**config.mk**
```make
export PLATFORM = sky130hd
export DESIGN_NAME = spi_frame_master_flat
export DESIGN_NICKNAME = d
export VERILOG_FILES = /design/src/rtl/spi_master_pkg.sv /design/src/rtl/spi_frame_master_if.sv /design/src/rtl/spi_phase_timer.sv /design/src/rtl/spi_frame_master.sv /design/src/flat_wrapper.sv
export SDC_FILE = /design/constraint.sdc
export NUM_CORES = 1
export LEC_CHECK = 0
export CORE_MARGIN = 2
export CORE_UTILIZATION = 45
export DETAILED_ROUTE_END_ITERATION = 10
export DONT_BUFFER_PORTS = 1
export SLEW_MARGIN = 20
export SYNTH_ARGS = -nofsm -noshare
export SYNTH_HDL_FRONTEND = slang
export SYNTH_SLANG_ARGS = --single-unit
```
**constraint.sdc**
```tcl
create_clock -name clk -period 3.05 [get_ports clk]
set_input_delay 0.61 -clock clk [delete_from_list [all_inputs] [get_ports clk]]
set_output_delay 0.61 -clock clk [all_outputs]
set_load 0.03 [all_outputs]
```
**src/rtl/spi_master_pkg.sv**
```systemverilog
// spi_master_pkg: FSM state encoding and default frame timing constants
// shared by the SPI frame master, its phase timer and its interface users.
package spi_master_pkg;

  typedef enum logic [2:0] {
    S_IDLE,
    S_LEAD,
    S_HIGH,
    S_LOW,
    S_LAG,
    S_GAP
  } state_e;

  localparam int NB_DEF   = 20;
  localparam int DIV_DEF  = 4;
  localparam int LEAD_DEF = 4;
  localparam int LAG_DEF  = 4;
  localparam int GAP_DEF  = 8;

  // phase timer width, wide enough for DIV + LAG and GAP
  localparam int TW = 16;

endpackage

```
**src/rtl/spi_frame_master_if.sv**
```systemverilog
// spi_frame_master_if: frame control, TX write, RX read and SPI pins.
// master = the frame master itself; slave = host/pin side driving it.
interface spi_frame_master_if;

  logic       start;
  logic       busy;
  logic       done;
  logic       wr_en;
  logic [4:0] wr_addr;
  logic [7:0] wr_data;
  logic       wr_err;
  logic [4:0] rd_addr;
  logic [7:0] rd_data;
  logic       SCK;
  logic       SSEL;
  logic       MOSI;
  logic       MISO;

  modport master (
    input  start, wr_en, wr_addr, wr_data,
    input  rd_addr, MISO,
    output busy, done, wr_err, rd_data,
    output SCK, SSEL, MOSI
  );

  modport slave (
    output start, wr_en, wr_addr, wr_data,
    output rd_addr, MISO,
    input  busy, done, wr_err, rd_data,
    input  SCK, SSEL, MOSI
  );

endinterface

```
**src/rtl/spi_phase_timer.sv**
```systemverilog
// spi_phase_timer: loadable down-counter timing each FSM phase.
// Ports: clk, rst, load, load_val (phase length in cycles), tick (last cycle).
module spi_phase_timer #(
  parameter int W = 16
) (
  input  logic         clk,
  input  logic         rst,
  input  logic         load,
  input  logic [W-1:0] load_val,
  output logic         tick
);

  logic [W-1:0] cnt_q, cnt_d;

  // a phase of N cycles holds N-1 .. 0, tick marks the final cycle
  always_comb begin
    cnt_d = cnt_q;
    if (load) begin
      cnt_d = load_val - W'(1);
    end else if (cnt_q != '0) begin
      cnt_d = cnt_q - W'(1);
    end
  end

  always_ff @(posedge clk) begin
    if (rst) begin
      cnt_q <= '0;
    end else begin
      cnt_q <= cnt_d;
    end
  end

  assign tick = (cnt_q == '0);

endmodule

```
**src/rtl/spi_frame_master.sv**
```systemverilog
// spi_frame_master: SPI mode-0 master shifting NB bytes per frame.
// Ports: clk, rst (sync, active high), bus (spi_frame_master_if.master).
module spi_frame_master
  import spi_master_pkg::*;
#(
  parameter int NB   = NB_DEF,
  parameter int DIV  = DIV_DEF,
  parameter int LEAD = LEAD_DEF,
  parameter int LAG  = LAG_DEF,
  parameter int GAP  = GAP_DEF
) (
  input logic clk,
  input logic rst,
  spi_frame_master_if.master bus
);

  state_e     state_q, state_d;
  logic [2:0] bit_q, bit_d;
  logic [4:0] byte_q, byte_d;
  logic [6:0] sh_q, sh_d;
  logic       wr_err_q, wr_err_d;
  logic [7:0] rd_data_q, rd_data_d;
  logic [7:0] tx_q [NB];
  logic [7:0] rx_q [NB];

  logic          tick;
  logic          load;
  logic [TW-1:0] load_val;
  logic          sample;
  logic          last_bit;
  logic          wr_ok;
  logic          rd_ok;
  logic          rx_we;
  logic [7:0]    rx_byte;

  assign last_bit = (bit_q == 3'd7)
                 && (byte_q == 5'(NB - 1));
  assign sample   = (state_q == S_HIGH) && tick;
  assign rx_byte  = {sh_q, bus.MISO};
  assign rx_we    = sample && (bit_q == 3'd7);
  assign wr_ok    = bus.wr_en
                 && (state_q == S_IDLE)
                 && (32'(bus.wr_addr) < NB);
  assign rd_ok    = (32'(bus.rd_addr) < NB);

  spi_phase_timer #(.W(TW)) u_timer (
    .clk      (clk),
    .rst      (rst),
    .load     (load),
    .load_val (load_val),
    .tick     (tick)
  );

  // next state
  always_comb begin
    state_d = state_q;
    unique case (state_q)
      S_IDLE: if (bus.start) state_d = S_LEAD;
      S_LEAD: if (tick) state_d = S_HIGH;
      S_HIGH: if (tick) state_d = last_bit ? S_LAG : S_LOW;
      S_LOW:  if (tick) state_d = S_HIGH;
      S_LAG:  if (tick) state_d = S_GAP;
      // the last GAP cycle already meets the minimum gap, so a
      // pending start chains the next frame with no idle cycle
      S_GAP:  if (tick) state_d = bus.start ? S_LEAD : S_IDLE;
      default: state_d = S_IDLE;
    endcase
  end

  // phase length of the state being entered; LAG also absorbs the
  // trailing low half of the final SCK period so the frame keeps
  // NB*8 whole SCK periods
  always_comb begin
    load = (state_d != state_q) && (state_d != S_IDLE);
    unique case (state_d)
      S_LEAD:        load_val = TW'(LEAD);
      S_HIGH, S_LOW: load_val = TW'(DIV);
      S_LAG:         load_val = TW'(DIV + LAG);
      S_GAP:         load_val = TW'(GAP);
      default:       load_val = '0;
    endcase
  end

  // counters advance on the sample so LOW already shows the next bit;
  // on the final bit they hold, keeping MOSI steady through LAG
  always_comb begin
    bit_d    = bit_q;
    byte_d   = byte_q;
    sh_d     = sh_q;
    wr_err_d = bus.wr_en && !wr_ok;
    if (sample) begin
      sh_d = {sh_q[5:0], bus.MISO};
      if (!last_bit) begin
        bit_d = bit_q + 3'd1;
        if (bit_q == 3'd7) byte_d = byte_q + 5'd1;
      end
    end
    if (state_q == S_IDLE || state_q == S_GAP) begin
      bit_d  = '0;
      byte_d = '0;
      sh_d   = '0;
    end
    rd_data_d = rd_ok ? rx_q[bus.rd_addr] : 8'h00;
  end

  always_ff @(posedge clk) begin
    if (rst) begin
      state_q  <= S_IDLE;
      bit_q    <= '0;
      byte_q   <= '0;
      sh_q     <= '0;
      wr_err_q <= 1'b0;
    end else begin
      state_q  <= state_d;
      bit_q    <= bit_d;
      byte_q   <= byte_d;
      sh_q     <= sh_d;
      wr_err_q <= wr_err_d;
    end
  end

  // buffers survive reset
  always_ff @(posedge clk) begin
    if (wr_ok) tx_q[bus.wr_addr] <= bus.wr_data;
    if (rx_we) rx_q[byte_q] <= rx_byte;
    rd_data_q <= rd_data_d;
  end

  // outputs
  always_comb begin
    bus.SSEL = 1'b1;
    bus.SCK  = 1'b0;
    bus.MOSI = 1'b0;
    bus.done = 1'b0;
    bus.busy = (state_q != S_IDLE);
    unique case (state_q)
      S_LEAD, S_LOW, S_LAG: begin
        bus.SSEL = 1'b0;
        bus.MOSI = tx_q[byte_q][~bit_q];
      end
      S_HIGH: begin
        bus.SSEL = 1'b0;
        bus.SCK  = 1'b1;
        bus.MOSI = tx_q[byte_q][~bit_q];
      end
      S_GAP:   bus.done = tick;
      default: ;
    endcase
  end

  assign bus.wr_err  = wr_err_q;
  assign bus.rd_data = rd_data_q;

endmodule

```
**src/flat_wrapper.sv**
```systemverilog
// flat-port wrapper written by rule: the top's interface ports become plain ports
module spi_frame_master_flat import spi_master_pkg::*;
#(
  parameter int NB   = NB_DEF,
  parameter int DIV  = DIV_DEF,
  parameter int LEAD = LEAD_DEF,
  parameter int LAG  = LAG_DEF,
  parameter int GAP  = GAP_DEF
)
  (clk, rst, bus_start, bus_wr_en, bus_wr_addr, bus_wr_data, bus_rd_addr, bus_MISO, bus_busy, bus_done, bus_wr_err, bus_rd_data, bus_SCK, bus_SSEL, bus_MOSI);
  spi_frame_master_if bus_i ();
  input logic clk;
  input logic rst;
  input wire logic [$bits(bus_i.start)-1:0] bus_start;
  input wire logic [$bits(bus_i.wr_en)-1:0] bus_wr_en;
  input wire logic [$bits(bus_i.wr_addr)-1:0] bus_wr_addr;
  input wire logic [$bits(bus_i.wr_data)-1:0] bus_wr_data;
  input wire logic [$bits(bus_i.rd_addr)-1:0] bus_rd_addr;
  input wire logic [$bits(bus_i.MISO)-1:0] bus_MISO;
  output wire logic [$bits(bus_i.busy)-1:0] bus_busy;
  output wire logic [$bits(bus_i.done)-1:0] bus_done;
  output wire logic [$bits(bus_i.wr_err)-1:0] bus_wr_err;
  output wire logic [$bits(bus_i.rd_data)-1:0] bus_rd_data;
  output wire logic [$bits(bus_i.SCK)-1:0] bus_SCK;
  output wire logic [$bits(bus_i.SSEL)-1:0] bus_SSEL;
  output wire logic [$bits(bus_i.MOSI)-1:0] bus_MOSI;
  assign bus_i.start = bus_start;
  assign bus_i.wr_en = bus_wr_en;
  assign bus_i.wr_addr = bus_wr_addr;
  assign bus_i.wr_data = bus_wr_data;
  assign bus_i.rd_addr = bus_rd_addr;
  assign bus_i.MISO = bus_MISO;
  assign bus_busy = bus_i.busy;
  assign bus_done = bus_i.done;
  assign bus_wr_err = bus_i.wr_err;
  assign bus_rd_data = bus_i.rd_data;
  assign bus_SCK = bus_i.SCK;
  assign bus_SSEL = bus_i.SSEL;
  assign bus_MOSI = bus_i.MOSI;
  spi_frame_master #(.NB(NB), .DIV(DIV), .LEAD(LEAD), .LAG(LAG), .GAP(GAP)) u_core (.clk(clk), .rst(rst), .bus(bus_i));
endmodule
```
==> reports/metrics.cfg <==
[status]
status=finished, violations left
violations=setup timing

[finish]
diodes=0
area_growth_pct=14.71
fill_cells=2562
nets=903
ff_latch_area_sq_mm=0.01058
multi_input_area_sq_mm=0.003923
drive_gt1_share_pct=26.59
fin_area_sq_mm=0.01679

[placement]
port_buffers=0
placed_cell_area_sq_mm=0.01551
dp.final_hpwl_mm=19.36
gp_congestion=0.8065

[route]
drcViolationCount=0
viasPerCell=5.520
dr.pass1.iters=4
highest_layer=met4
wl_mm=29.63
avgRoutedWirePerCell_um=22.10
wl_met3_mm=1.429
drt_iter0_markers=560
vias=7402
antenna_left=0
wl_met1_mm=12.24
route.met2.wl_mm=15.32

[synth]
synthesis.nets=838
yosysWarnings=0
synthTopCellsByCount=edfxtp_1 (320), mux4_2 (89), nor2_1 (76)
synthArstFlopShare_pct=0
synth_top_area_cell=edfxtp_1
synth_cells=807
synth_ff_type=edfxtp_1
yosysTopAreaCellShare_pct=65.66
synth_seq_area_share_pct=72.23
synth_cell_type_count=55
syn-cell-area_sq_mm=0.01463
synth.most_common_cell=edfxtp_1
ys_seq_elements=368
avgSynthCellArea_sq_um=18.13
synth-edff-count=320
synthTopCellsByArea=edfxtp_1 (66%), mux4_2 (14%), dfxtp_1 (6.6%)

[clock_tree]
cts.sink_count=368
clock_path_buffers=3
clk_pin_slew_worst_paths_ns=0.06
clockRootBuffer=clkbuf_16
numCtsBuffers=38
cts_tree=yes
cts.htree.levels=2
clock_latency_ns=0.51

[min_path]
hold_class=input pin to register
hp-start=rst
whs_path_depth=1

[pwr]
power_mw=10.85
switchingPower_mw=2.402
power_density_mw_per_mm2=646.3
p_leak_nw=5.437
pwr-share-seq_pct=52.1
p_int_mw=8.447
power_frac_clock_pct=39.7
pwr-share-comb_pct=8.2
p_sw_share_pct=22.14
peakVddDrop_mv=0.3952

[grt]
antenna_found_initial=0
grt_max_degree=41
grt_pass1_vias=7758
gr-usage-all-layers_pct=18.06
gr-total-overflow=0
grt_pass1_wl_mm=45.85

[timing]
finalHoldViolations=0
fin_crit_ns=3.372
rsz0062_at_grt=true
finClkSkew_ns=0.009512
max_freq_mhz=296.6
period_share_pct=110.5
final-max-slew-violation-count=0
setup_viol=1
timing.final.ws_setup_ns=-0.3217
tightest_slew_ns=0.8649
slew_headroom_pct=42.26
tns_ns=-0.3217
fin_hold_ws_ns=0.1672

[floorplan]
start_util_pct=45.32
die-area_sq_mm=0.03398
die_h_um=184.3
io_pins=37
core_region_area_sq_mm=0.03229
row_count=66
dieWidth_um=184.3

[worst_setup_path]
crit_fanout=9
arrival_ns=2.76
worstSetupPathType=register to primary output
crit_path_start_kind=register
worst_setup_path_end_kind=primary output
ff2ff_path_depth=9
reg2reg_from=u_core.bit_q[0]
required_ns=2.44

[job]
drv_cap=0

-- repair_timing --
item,CTS,global route
hold buffers,0,0
setup buffers,0,4
resized for setup,12,12
gates cloned,0,0
setup endpoints to repair,2,2
endpoints found under the hold margin,0,0
pin swaps,0,2
-- cells by family after synthesis --
kind of cell | synth area share [%]
and+or+nand+nor | 6.130
buffers and inverters | 1.505
DFF | 72.23
AOI/OAI and AO/OA | 2.967
muxes | 15.23
adders and majority gates | 0.6840
xor gates and xnor gates | 1.257
-- final timing paths --
check / endpoint / slack (ns)
setup / recovery: bus_MOSI / -0.32
hold / removal: u_core.u_timer.cnt_q[3] / 0.17
setup reg to reg: u_core.u_timer.cnt_q[6] / 0.25
hold reg to reg: u_core.bit_q[1] / 0.57
-- per-stage QoR --
stage                     worst slack [ns]  instances  utilization [%]
after detailed placement           0.07246       1270            48.04
after global placement             0.02681       1270            48.04
after CTS                          -0.3402       1337            51.73
after global routing               -0.3935       1341            51.99
final                              -0.3217       1341            51.99
after floorplan                     0.2727        807                -
-- flip-flops by register name, indices dropped and copies added (netlist names), named ones only --
register and cells:
u_core.byte_q 5, u_core.rx_q 160, u_core.state_q 3, u_core.bus.rd_data 8, u_core.tx_q 160, u_core.sh_q 7, u_core.u_timer.cnt_q 16, u_core.bus.wr_err 1
u_core.bit_q 3
-- power groups by stage --
stage                     Combinational, mW  Sequential [mW]  Clock, mW
after floorplan                       0.730             5.73          0
final                                 0.892             5.65       4.31
after CTS                             0.873             5.65       4.39
after global routing                  0.996             5.66       4.58
after global placement                0.819             5.74          0
after detailed placement              0.862             5.75          0
-- metal layers --
| layer | GRT usage [%] | vias up |
|---|---|---|
| met3 | 3.063 | 50 |
| met2 | 31.61 | 198 |
| li1 | - | 3328 |
| met1 | 23.33 | 3826 |
| met5 | 0 | - |
| met4 | 5.024 | 0 |
-- layout make-up --
type	count	area share, %
clock buffers	51	6.082
inverters	9	0.2013
multi-input cells	389	23.37
flip-flops and latches	368	63.03
clock inverters	16	0.7826
well taps	442	3.295
repair buffers	66	3.242
-- placed cells by master (no fill, tap or decap), types with 8 or more instances in the layout --
| master | netlist | final |
|---|---|---|
| inv_1 | 8 | 8 |
| clkbuf_1 | 19 | 12 |
| xnor2_1 | 11 | 11 |
| xor2_1 | 10 | 10 |
| buf_4 | 1 | 61 |
| ha_1 | 8 | 8 |
| clkbuf_16 | 0 | 39 |
| mux2i_1 | 19 | 17 |
| edfxtp_1 | 320 | 320 |
| nor2b_1 | 12 | 11 |
| o21ai_2 | 10 | 10 |
| nand2_1 | 38 | 38 |
| dfxtp_1 | 48 | 44 |
| a21oi_1 | 19 | 19 |
| mux4_2 | 89 | 89 |
| nor2_1 | 76 | 76 |
| nand3_1 | 12 | 12 |
-- critical path, stage by stage, from the launching register on --
cell and delay, ns:
dfxtp_4 0.38, buf_12 0.15, mux4_2 0.49, mux4_2 0.48, mux2_2 0.27, nand4_1 0.17
o41ai_4 0.13, buf_4 0.19
Note: power is estimated with default switching activity, not from simulation.
